--- config.mk ---
export PLATFORM = sky130hd
export DESIGN_NAME = crcu_rst_sequencer
export DESIGN_NICKNAME = d
export VERILOG_FILES = /design/src/rtl/crcu_rst_sequencer.sv
export SDC_FILE = /design/constraint.sdc
export NUM_CORES = 1
export LEC_CHECK = 0
export CELL_PAD_IN_SITES_DETAIL_PLACEMENT = 0
export CELL_PAD_IN_SITES_GLOBAL_PLACEMENT = 2
export CORE_MARGIN = 4
export CORE_UTILIZATION = 39
export CTS_CLUSTER_SIZE = 40
export DETAILED_ROUTE_END_ITERATION = 10
export PLACE_DENSITY_LB_ADDON = 0.12
export SYNTH_ARGS = -nofsm -noshare
export SYNTH_HDL_FRONTEND = slang
export SYNTH_SLANG_ARGS = --single-unit
--- constraint.sdc ---
create_clock -name CRCU_CLK -period 3.4 [get_ports CRCU_CLK]
set_input_delay 0.34 -clock CRCU_CLK [delete_from_list [all_inputs] [get_ports CRCU_CLK]]
set_output_delay 0.34 -clock CRCU_CLK [all_outputs]
set_load 0.1 [all_outputs]
--- src/rtl/crcu_rst_sequencer.sv ---
`default_nettype none
// ============================================================================
// Module      : crcu_rst_sequencer
// Description : Staged reset-release sequencer for the Clock & Reset Control
//               Unit. Holds every peripheral reset domain in reset while the
//               upstream reset request (rst_in) is high. After rst_in falls it
//               releases the enabled domains one at a time, in index order,
//               with a programmable gap between releases.
//
// Ports       : CRCU_CLK   - single clock, rising-edge logic
//               CRCU_RST   - asynchronous active-high master reset
//               rst_in     - active-high reset request (sync to CRCU_CLK)
//               seq_gap    - inter-stage gap in cycles (captured on HOLD exit)
//               domain_en  - per-domain enable mask (captured on HOLD exit)
//               rst_out    - registered active-high per-domain resets
//               seq_busy   - release sequence in progress
//               seq_done   - sequence complete, sticky until next reset
//               seq_stage  - index of the domain currently being processed
//
// Revision    : 1.0 - initial release
// ============================================================================
module crcu_rst_sequencer #(
   parameter int NUM_DOMAINS = 4,
   parameter int GAP_W       = 8,
   parameter int IDX_W       = $clog2(NUM_DOMAINS)
) (
   input  logic                   CRCU_CLK,
   input  logic                   CRCU_RST,
   input  logic                   rst_in,
   input  logic [GAP_W-1:0]       seq_gap,
   input  logic [NUM_DOMAINS-1:0] domain_en,
   output logic [NUM_DOMAINS-1:0] rst_out,
   output logic                   seq_busy,
   output logic                   seq_done,
   output logic [IDX_W-1:0]       seq_stage
);

   // ------------------------------------------------------------------------
   // State encoding
   // ------------------------------------------------------------------------
   localparam logic [1:0] c_HOLD = 2'd0;
   localparam logic [1:0] c_WAIT = 2'd1;
   localparam logic [1:0] c_DONE = 2'd2;

   localparam logic [IDX_W-1:0] c_LAST_IDX = IDX_W'(NUM_DOMAINS - 1);

   // ------------------------------------------------------------------------
   // Registers
   // ------------------------------------------------------------------------
   logic [1:0]             r_state;
   logic [IDX_W-1:0]       r_idx;
   logic [GAP_W-1:0]       r_cnt;
   logic [GAP_W-1:0]       r_gap_q;
   logic [NUM_DOMAINS-1:0] r_en_q;
   logic [NUM_DOMAINS-1:0] r_rst_out;
   logic                   r_busy;
   logic                   r_done;
   logic [IDX_W-1:0]       r_stage;

   // ------------------------------------------------------------------------
   // Stage decode
   // ------------------------------------------------------------------------
   logic             w_en_cur;
   logic             w_stage_end;
   logic             w_last;
   logic [IDX_W-1:0] w_idx_nxt;

   // The stage index never exceeds NUM_DOMAINS-1, so the mask lookup stays
   // in range even when NUM_DOMAINS is not a power of two.
   assign w_en_cur    = r_en_q[r_idx];

   // An enabled stage ends when the counter reaches the captured gap, giving
   // gap_q+1 cycles per stage; a disabled stage ends after a single cycle.
   // Because the compare is an equality at the same width as the counter,
   // the counter cannot wrap even for the all-ones gap.
   assign w_stage_end = w_en_cur ? (r_cnt == r_gap_q) : 1'b1;

   assign w_last      = (r_idx == c_LAST_IDX);
   assign w_idx_nxt   = r_idx + 1'b1;

   // ------------------------------------------------------------------------
   // Sequencer
   // ------------------------------------------------------------------------
   always_ff @(posedge CRCU_CLK or posedge CRCU_RST) begin
      if (CRCU_RST) begin
         r_state   <= c_HOLD;
         r_idx     <= '0;
         r_cnt     <= '0;
         r_gap_q   <= '0;
         r_en_q    <= '0;
         r_rst_out <= '1;
         r_busy    <= 1'b0;
         r_done    <= 1'b0;
         r_stage   <= '0;
      end else if (rst_in) begin
         // A reset request overrides whatever the sequencer is doing and
         // re-asserts every domain on this edge.
         r_state   <= c_HOLD;
         r_idx     <= '0;
         r_cnt     <= '0;
         r_rst_out <= '1;
         r_busy    <= 1'b0;
         r_done    <= 1'b0;
         r_stage   <= '0;
      end else begin
         case (r_state)
            c_HOLD: begin
               // Snapshot the control inputs: later changes on seq_gap or
               // domain_en only matter at the next exit from HOLD.
               r_gap_q   <= seq_gap;
               r_en_q    <= domain_en;
               r_state   <= c_WAIT;
               r_idx     <= '0;
               r_cnt     <= '0;
               r_rst_out <= '1;
               r_busy    <= 1'b1;
               r_done    <= 1'b0;
               r_stage   <= '0;
            end

            c_WAIT: begin
               if (w_stage_end) begin
                  if (w_en_cur) begin
                     r_rst_out[r_idx] <= 1'b0;
                  end
                  r_cnt <= '0;
                  if (w_last) begin
                     r_state <= c_DONE;
                     r_busy  <= 1'b0;
                     r_done  <= 1'b1;
                     r_stage <= c_LAST_IDX;
                  end else begin
                     r_idx   <= w_idx_nxt;
                     r_stage <= w_idx_nxt;
                  end
               end else begin
                  r_cnt <= r_cnt + 1'b1;
               end
            end

            c_DONE: begin
               // Everything holds until rst_in or CRCU_RST.
               r_state <= c_DONE;
            end

            default: begin
               // Unused encoding: fall back to the safe, all-in-reset state.
               r_state   <= c_HOLD;
               r_idx     <= '0;
               r_cnt     <= '0;
               r_rst_out <= '1;
               r_busy    <= 1'b0;
               r_done    <= 1'b0;
               r_stage   <= '0;
            end
         endcase
      end
   end

   // ------------------------------------------------------------------------
   // Outputs (all straight from registers)
   // ------------------------------------------------------------------------
   assign rst_out   = r_rst_out;
   assign seq_busy  = r_busy;
   assign seq_done  = r_done;
   assign seq_stage = r_stage;

endmodule
`default_nettype wire

After elaboration in Yosys (flattened, before gate mapping)
Cells that the tools add are included.
{"block": "word_totals", "out_inout_bits": 8, "reg_bits": 32, "in_bits": 15, "wordCells": 65}
{"block": "op_classes", "bitwise_logic": 3, "addsub": 2, "reduce_logical": 8, "order_cmp": 2, "muxes": 32, "n_eq_ne": 9}
{"operator": "$mux W2", "count": 9}
{"operator": "$mux W8", "count": 2}
{"operator": "$pmux W8 S2", "count": 1}
{"operator": "$mux W4", "count": 3}
{"operator": "$ne A3 B3 Y1 const B", "count": 4}
{"operator": "$mux W1", "count": 9}
{"operator": "$reduce_and A3 Y1", "count": 3}
{"operator": "$add A8 B1 Y8 const B", "count": 1}
{"operator": "$eq A8 B8 Y1", "count": 1}
{"operator": "$pmux W2 S2", "count": 2}
{"operator": "$pmux W4 S2", "count": 1}
{"operator": "$pmux W2 S3", "count": 1}
{"operator": "$reduce_and A2 Y1", "count": 3}
{"operator": "$and A4 B4 Y4", "count": 1}
{"operator": "$eq A2 B2 Y1 const B", "count": 2}
{"operator": "$not A4 Y4", "count": 1}
{"operator": "$lt A2 B3 Y1 const B", "count": 1}
{"operator": "$pmux W1 S3", "count": 1}
{"operator": "$add A2 B1 Y2 const B", "count": 1}
{"operator": "$bmux W1 S2", "count": 1}
{"operator": "$demux W1 S2", "count": 1}
{"operator": "$eq A2 B1 Y1 const B", "count": 1}
{"operator": "$ge A2 B1 Y1 const B", "count": 1}
{"operator": "$logic_not A2 Y1", "count": 1}
{"operator": "4 further kinds", "count": 4}

Longest topological paths before layout
Gate-level depths: netlist (run 1).
{"block": "logic_depth", "word_depth": 10, "mapped_depth": 8, "ltp_nobuf": 7}

Least setup slack after synthesis (run 1)
Ideal clock, no wire load.
{"block": "synth_path", "path_type": "reg-to-reg", "from": "register r_state[1]", "to": "register r_state[0]", "setup_ns": 0.128, "path_buffers": 0, "arrival_time_ns": 1.789, "stages_incl_launch_ff": 8, "t_required_ns": 3.272, "slack_ns": 1.484, "period_less_slack_ns": 1.916, "cell_sequence": "dfrtp_1 -> inv_1 -> ha_1 -> or3b_1 -> o22a_2 -> a21oi_4 -> nor2_1 -> mux2_1"}
{"block": "synth_between", "elab_chain_cells": 3, "elab_cells_between_ends": 8, "classes_between": "4 x eq/ne; 2 x mux; 2 x reduce/logical"}
{"item": "start, declared", "line": "50", "text": "logic [1:0] r_state;"}
{"item": "start signal, assigned", "line": "86", "text": "r_state <= c_HOLD;"}
{"item": "start signal, assigned", "line": "98", "text": "r_state <= c_HOLD;"}
{"item": "start signal, assigned", "line": "112", "text": "r_state <= c_WAIT;"}
{"item": "$eq A2 B2 Y1, or another cell as far along", "line": "106", "text": "case (r_state)"}
{"item": "$pmux W2 S3 / $ne A3 B3 Y1 (equally long branches)"}
{"item": "$mux W2 / $reduce_and A2 Y1 (equally long branches)"}
Several ways; a longest one is shown, not always the timed one.
A chain may end at the register's enable or synchronous reset.

Worst setup path after layout (run 1)
{"block": "layout_path", "from": "register r_rst_out[3] (netlist: rst_out[3])", "to": "output rst_out[3]"}
{"item": "start, declared", "line": "55", "text": "logic [NUM_DOMAINS-1:0] r_rst_out;"}
{"item": "start signal, assigned", "line": "91", "text": "r_rst_out <= '1;"}
{"item": "start signal, assigned", "line": "101", "text": "r_rst_out <= '1;"}
{"item": "start signal, assigned", "line": "115", "text": "r_rst_out <= '1;"}
{"item": "end, declared", "line": "32", "text": "output logic [NUM_DOMAINS-1:0] rst_out,"}
No word-level cell between the ends.

==> summary.txt, run 1 <==
Clock tree
  • Clk sink count: 32
  • CTS Buf Count: 5
  • Hold Buf Count CTS: 0
  • Post-CTS setup buffers: 0
  • CTS Buffer Depth: 2
  • CTS resizes: 0
  • H-tree Lvls: 2
  • Clk_lat worst skew: around 0.28 ns
  • CTS tree: done
  • Root Buffer: clkbuf_8
  • Reg clk slew, reported paths: roughly 0.060 ns

Worst setup path
  • Cell family with most CP delay: buffers and inverters
  • Arrival time worst endpoint: ~1.9 ns
  • Crit path cell chain: clkdlybuf4s50_1
  • Max Fanout on Critical Path: 2
  • Critical Path RT: about 3 ns
  • Reg2reg setup slack: about 1.3 ns
  • Setup Crit Path Kind: register to output pin
  • Setup crit end kind: output pin
  • CP peak stage delay: ~1.1 ns
  • Buffers plus inverters on the worst setup path: 1
  • CP max stage cell: clkdlybuf4s50_1
  • CP startpoint kind: register

Yosys
  • Yosys warns: 0
  • FF+latch count, synth: 32
  • Ys async rst share: 100.0%
  • Syn Area/Cell: ~12 um2
  • Synth top area cells: dfrtp_1 (41%), mux2_2 (8.0%), ha_1 (7.4%), dfstp_2 (6.2%), xor2_1 (5.2%)
  • Mapped cell area: 1694 um2
  • Post-synth EDFFs: 0
  • Synth area leader: dfrtp_1
  • Syn_nets: around 170
  • Share of the synthesized area in the top cell type: between 40% and 50%
  • Sequential area share after synthesis: a little under half
  • Ys flop type: dfrtp_1
  • Synth unique cells: 39
  • Mapped Cells: approximately 140

Power and ir drop
  • Leakage: 0.8850 nW
  • Design Power: roughly 1.5 mW
  • Worst vdd ir: approximately 0.41 mV
  • P per Cell Area: just over 700 nW/um2

Timing
  • Part of the cycle the worst path needs: 66.67%
  • Achievable frequency: 441.1 MHz
  • RSZ-0062 raised after global routing: false
  • Final setup violation count: 0
  • Worst clock skew: around 0.0042 ns
  • Setup TNS: 0 ns
  • Worst hold slack: between 0.4 and 0.5 ns
  • Final Max Slew Viols: 0
  • Fin crit period: 2.267 ns
  • Final Hold Vio Count: 0
  • Slew headroom: 27.05%
  • Least-Margin Pin Slew: around 1.1 ns

GRT
  • Pin count of the biggest net entering global routing: 30
  • Global-route wire length before repair: between 5000 and 6000 um
  • GRT Total Usage: 14.13%
  • Initial antenna violation count: 0
  • Via count of the first global-routing pass: between 1k and 1.5k
  • Grt total ovfl: 0

Detailed routing
  • Via density: around 5.0
  • First-pass DRT Iterations: 4
  • Final ANT Viol Nets: 0
  • Starting DRT DRC Count: 37
  • WL/cell: between 10 and 15 um
  • Final wirelength: between 3000 and 4000 um
  • Residual DRC: 0
  • Vias: 1,096

Worst hold path
  • HP Class: register to register

Floorplan
  • Die Ht: between 70 and 80 um
  • Die area: around 5500 um2
  • Standard-cell row count: 23
  • I/O Pins: 23
  • Core Footprint: between 4000 and 5000 um2
  • Initial Utilization: approximately two fifths
  • Die Wd: about 74 um

Final layout
  • Final cell utilization of the core: about half
  • Share of cells above drive strength 1: between 20% and 30%
  • Post-route cell area: about 2100 um2
  • Ant diodes: 0
  • Layout area overhead: 22.53%
  • Fillers: approximately 370
  • Nets: between 150 and 200

Place
  • Final Wtd Congestion: 0.7548
  • Port bufs: 22
  • DP HPWL: 2437 um
  • Cell Area, Placed: about 2000 um2

Flow run
  • Max_cap viols: 0

Outcome
  • Status: complete, no violations
## area by class of cell
cell class              count  area [um2]  share of cell area [%]
clock buffers               6       72.57                   3.496
repair buffers             23       227.7                   10.97
well taps                  50       62.56                   3.014
multi-input cells         101       853.3                   41.11
clock inverters             2       35.03                   1.688
flip-flops and latches     32       805.8                   38.82
inverters                   5       18.77                  0.9042
## sequential cells by signal (all words and copies together), names as in the netlist
register,count
rst_out,4
r_idx,2
r_en_q,4
r_gap_q,8
r_state,2
seq_stage,2
seq_busy,1
r_cnt,8
seq_done,1
## worst paths after layout
kind,end,cells after the start,from
max in group asynchronous,rst_out[0],3,CRCU_RST
min reg2reg,seq_done,2,seq_done
min in group asynchronous,r_en_q[1],2,CRCU_RST
min,seq_done,2,seq_done
max,rst_out[3],1,rst_out[3]
max reg2reg,r_state[0],7,r_state[1]
## cells by family after synthesis
kind of cell	count (synthesis)	synth area share, %
AOI/OAI and AO/OA	19	8.642
xor gates and xnor gates	12	6.204
DFF	32	47.56
muxes	19	12.85
adders and majority gates	10	7.386
buffers and inverters	9	2.068
and+or+nand+nor	41	15.29
## layout by cell type (no fill, tap or decap), types with 2 or more instances in the layout
| master | count |
|---|---|
| ha_1 | 10 |
| mux2_4 | 2 |
| nand4_1 | 5 |
| o21ai_0 | 3 |
| xnor2_1 | 2 |
| o22a_1 | 3 |
| xor2_1 | 10 |
| mux2i_1 | 3 |
| clkdlybuf4s50_1 | 22 |
| nor2_1 | 12 |
| nand2_1 | 6 |
| mux2_2 | 12 |
| mux2_1 | 2 |
| dfrtp_1 | 28 |
| a21o_1 | 2 |
| a21oi_1 | 3 |
| and2b_1 | 3 |
| nand2b_1 | 2 |
| inv_1 | 5 |
| dfstp_2 | 4 |
| nor4_4 | 2 |
| a31o_2 | 2 |
| clkbuf_8 | 5 |
| nor3_1 | 2 |
## through the flow
stage	setup WS, ns	cells
floorplan	1.484	142
global placement	1.140	211
detailed placement	1.115	211
CTS	1.111	219
global route	1.085	219
finish	1.133	219
## metal layers
metal,vias up,global-route usage (%),wire length (um)
met5,-,0,0
met4,0,4.225,10
met3,2,3.967,137
met2,21,21.06,1415
met1,520,19.97,1692
li1,553,-,-
## cells in the mapped netlist (all sizes together), types with 3 or more instances
cell,instances
dfrtp,28
mux2,16
nor2,13
ha,10
xor2,10
nand2,6
inv,5
nand4,5
a21oi,4
dfstp,4
o22a,4
and2b,3
clkbuf,3
mux2i,3
o21ai,3
## power by group
part           leakage (nW)  switching [mW]  total, mW  internal, mW
clock network        0.0552           0.135      0.352         0.217
registers             0.402          0.0794      0.570         0.490
logic                 0.428           0.348      0.578         0.230
No activity file was read; power rests on OpenSTA's default activity.
==> inputs of run 2 (changes only) <==
--- a/config.mk
+++ b/config.mk
@@ -8,7 +8,7 @@
 export CELL_PAD_IN_SITES_DETAIL_PLACEMENT = 0
 export CELL_PAD_IN_SITES_GLOBAL_PLACEMENT = 2
 export CORE_MARGIN = 4
-export CORE_UTILIZATION = 39
+export CORE_UTILIZATION = 36
 export CTS_CLUSTER_SIZE = 40
 export DETAILED_ROUTE_END_ITERATION = 10
 export PLACE_DENSITY_LB_ADDON = 0.12
==> constraint.sdc (replaced) <==
create_clock -name CRCU_CLK -period 2.1 [get_ports CRCU_CLK]
set_input_delay 0.21 -clock CRCU_CLK [delete_from_list [all_inputs] [get_ports CRCU_CLK]]
set_output_delay 0.21 -clock CRCU_CLK [all_outputs]
set_load 0.1 [all_outputs]
==> run 2 against run 1 <==
  * Global-route usage decreased by 1.9 points
  * Sequential share of layout area down 0.67 points
  * Die area increased by 7.4%
  * Wire length up 4.2%
  * Setup slack got worse by 0.98 ns
  * Worst hold slack got worse by 0.18 ns
  * Cell count up 2.3%
  * Critical path depth increased by 6
  * Core utilization is 3.3 points lower
  * Largest power group unchanged
==> summary.txt, run 2 (synthesized netlist as in run 1, its figures left out) <==
Worst setup path
  • Setup crit end kind: register (was output pin)
  • Worst r2r path cells: 7 (unchanged)
  • Crit Reg-Reg Endpoint: seq_stage[1] (was r_state[0])
  • Max Fanout on Critical Path: 8 (was 2)
  • Critical Path RT: 2.27 ns (was 3.06 ns)
  • CP startpoint kind: register (unchanged)
  • Reg2reg start: r_state[1] (unchanged)
  • Reg2reg setup slack: 0.15 ns (was 1.31 ns)
  • Setup Crit Path Kind: register to register (was register to output pin)
  • Arrival time worst endpoint: 2.12 ns (was 1.93 ns)

Timing
  • Final Max Slew Viols: 0 (unchanged)
  • Part of the cycle the worst path needs: 92.67%
  • Least-Margin Pin Slew: 0.6092 ns (was 1.093 ns)
  • Worst hold slack: 0.3162 ns (was 0.4953 ns)
  • Worst clock skew: 0.004156 ns (was 0.004217 ns)
  • Fin crit period: 1.946 ns
  • Achievable frequency: around 500 MHz
  • Slew headroom: 59.39% (was 27.05%)
  • Final Hold Vio Count: 0 (unchanged)
  • Final worst slack: 0.1538 ns (was 1.133 ns)
  • Final setup violation count: 0 (unchanged)

Final layout
  • Commonest non-fill, non-tap cells in the layout: dfrtp_1 (28), clkdlybuf4s50_1 (14), nor2_1 (12), mux2_2 (12), buf_4 (12) (was dfrtp_1 (28), clkdlybuf4s50_1 (22), nor2_1 (12), mux2_2 (12))
  • Commonest non-fill, non-tap cell in the layout: dfrtp_1 (unchanged)
  • Largest regs: r_cnt x8, r_gap_q x8 (unchanged)
  • Layout area overhead: 24.67% (was 22.53%)
  • Nets: 196 (was 193)
  • Ant diodes: 0 (unchanged)
  • Share of cells above drive strength 1: 27.33% (was 20.12%)

Place
  • Final Wtd Congestion: 0.7526 (was 0.7548)
  • Pre-CTS setup slack: 0.1153 ns (was 1.115 ns)
  • Port bufs: 22 (unchanged)
  • DP HPWL: 2502 um (was 2437 um)

Detailed routing
  • Via density: 5.004 (was 5.005)
  • Vias: 1,121 (was 1,096)
  • Final ANT Viol Nets: 0 (unchanged)
  • Starting DRT DRC Count: 23 (was 37)
  • First-pass DRT Iterations: 4 (unchanged)
  • Residual DRC: 0 (unchanged)
  • WL/cell: 15.14 um (was 14.87 um)
  • Final wirelength: 3392 um (was 3256 um)

Power and ir drop
  • P per Cell Area: 1198 nW/um2 (was 722.7 nW/um2)
  • Worst vdd ir: 0.5393 mV (was 0.4129 mV)
  • Leakage: 0.9166 nW (was 0.8850 nW)

GRT
  • Pin count of the biggest net entering global routing: 33 (was 30)
  • GRT Total Usage: 12.22% (was 14.13%)
  • Via count of the first global-routing pass: 1,153 (was 1,203)
  • Global-route wire length before repair: 5685 um (was 5809 um)
  • Grt total ovfl: 0 (unchanged)
  • Initial antenna violation count: 0 (unchanged)

Clock tree
  • Clk sink count: 32 (unchanged)
  • CTS tree: done (unchanged)
  • CTS Buffer Depth: 2 (unchanged)
  • H-tree Lvls: 2 (unchanged)
  • Root Buffer: clkbuf_8 (unchanged)
  • Reg clk slew, reported paths: 0.07 ns (was 0.06 ns)
  • CTS Buf Count: 5 (unchanged)
  • Clk_lat worst skew: 0.28 ns (about the same)

Floorplan
  • I/O Pins: 23 (unchanged)
  • Die Wd: 76.60 um (was 73.91 um)
  • Die area: 5868 um2 (was 5463 um2)
  • Die Ht: 76.60 um (was 73.91 um)
  • Core Footprint: 4444 um2 (was 4086 um2)
  • Standard-cell row count: 24 (was 23)
  • Initial Utilization: 38.12% (was 41.46%)

Outcome
  • Status: complete, no violations (unchanged)

Worst hold path
  • HP Class: input port to asynchronous set/reset pin (was register to register)

Flow run
  • Max_cap viols: 0 (unchanged)
run 2: per-layer routing:
metal / global-route usage [%] / vias to the layer above / share of wire, %
met2: 18.10 / 26 / 42
met5: 0 / - / 0
li1: - / 557 / -
met4: 3.261 / 0 / 0.65
met1: 16.58 / 536 / 51
met3: 4.728 / 2 / 5.7
run 2: timing repair:
item,CTS,global route
hold buffers,0,0
setup buffers,0,0
endpoints found under the setup margin,0,6
gates resized for setup,0,2
run 2: metrics by stage:
stage	power, mW	cells	instance area [um2]	TNS (ns)	util (%)
after floorplan	1.655	142	1694	0	-
after global placement	1.868	216	1973	0	44.40
after detailed placement	1.886	216	1973	0	44.40
after CTS	2.546	224	2100	0	47.24
after global routing	2.678	224	2112	-0.002146	47.52
final	2.530	224	2112	0	47.52
run 2: report_power, final:
part	internal [mW]	switching, mW	leakage [nW]	total [mW]
sequential	0.793	0.120	0.402	0.914
clock	0.419	0.231	0.0645	0.649
combinational	0.386	0.581	0.451	0.967
run 2: worst max path at each step:
stage | start | to | slack (ns) | cells past startpoint
after floorplan | r_state[1] | r_state[0] | 0.18 | 7
final | r_state[1] | seq_stage[1] | 0.15 | 7
after detailed placement | r_state[1] | seq_stage[0] | 0.12 | 7
after global routing | r_state[1] | seq_busy | -0.002 | 7
after global placement | r_state[1] | r_state[0] | 0.18 | 7
after CTS | r_state[1] | seq_stage[1] | 0.10 | 7
run 2: worst max-delay path, stage by stage, from the launching register on:
cell	delay, ns
dfrtp_1	0.38
inv_1	0.13
ha_4	0.16
or3b_1	0.34
o22a_2	0.22
a21oi_4	0.20
nor2_4	0.10
mux2_4	0.31
run 2: area by class of cell:
class / instances / area (um2)
Multi-Input combinational cell: 101 / 865.8
Timing Repair Buffer: 26 / 230.2
Inverter: 5 / 18.77
Tap cell: 52 / 65.06
Clock inverter: 1 / 30.03
Sequential cell: 32 / 805.8
Fill cell: 409 / 2332
Clock buffer: 7 / 96.34
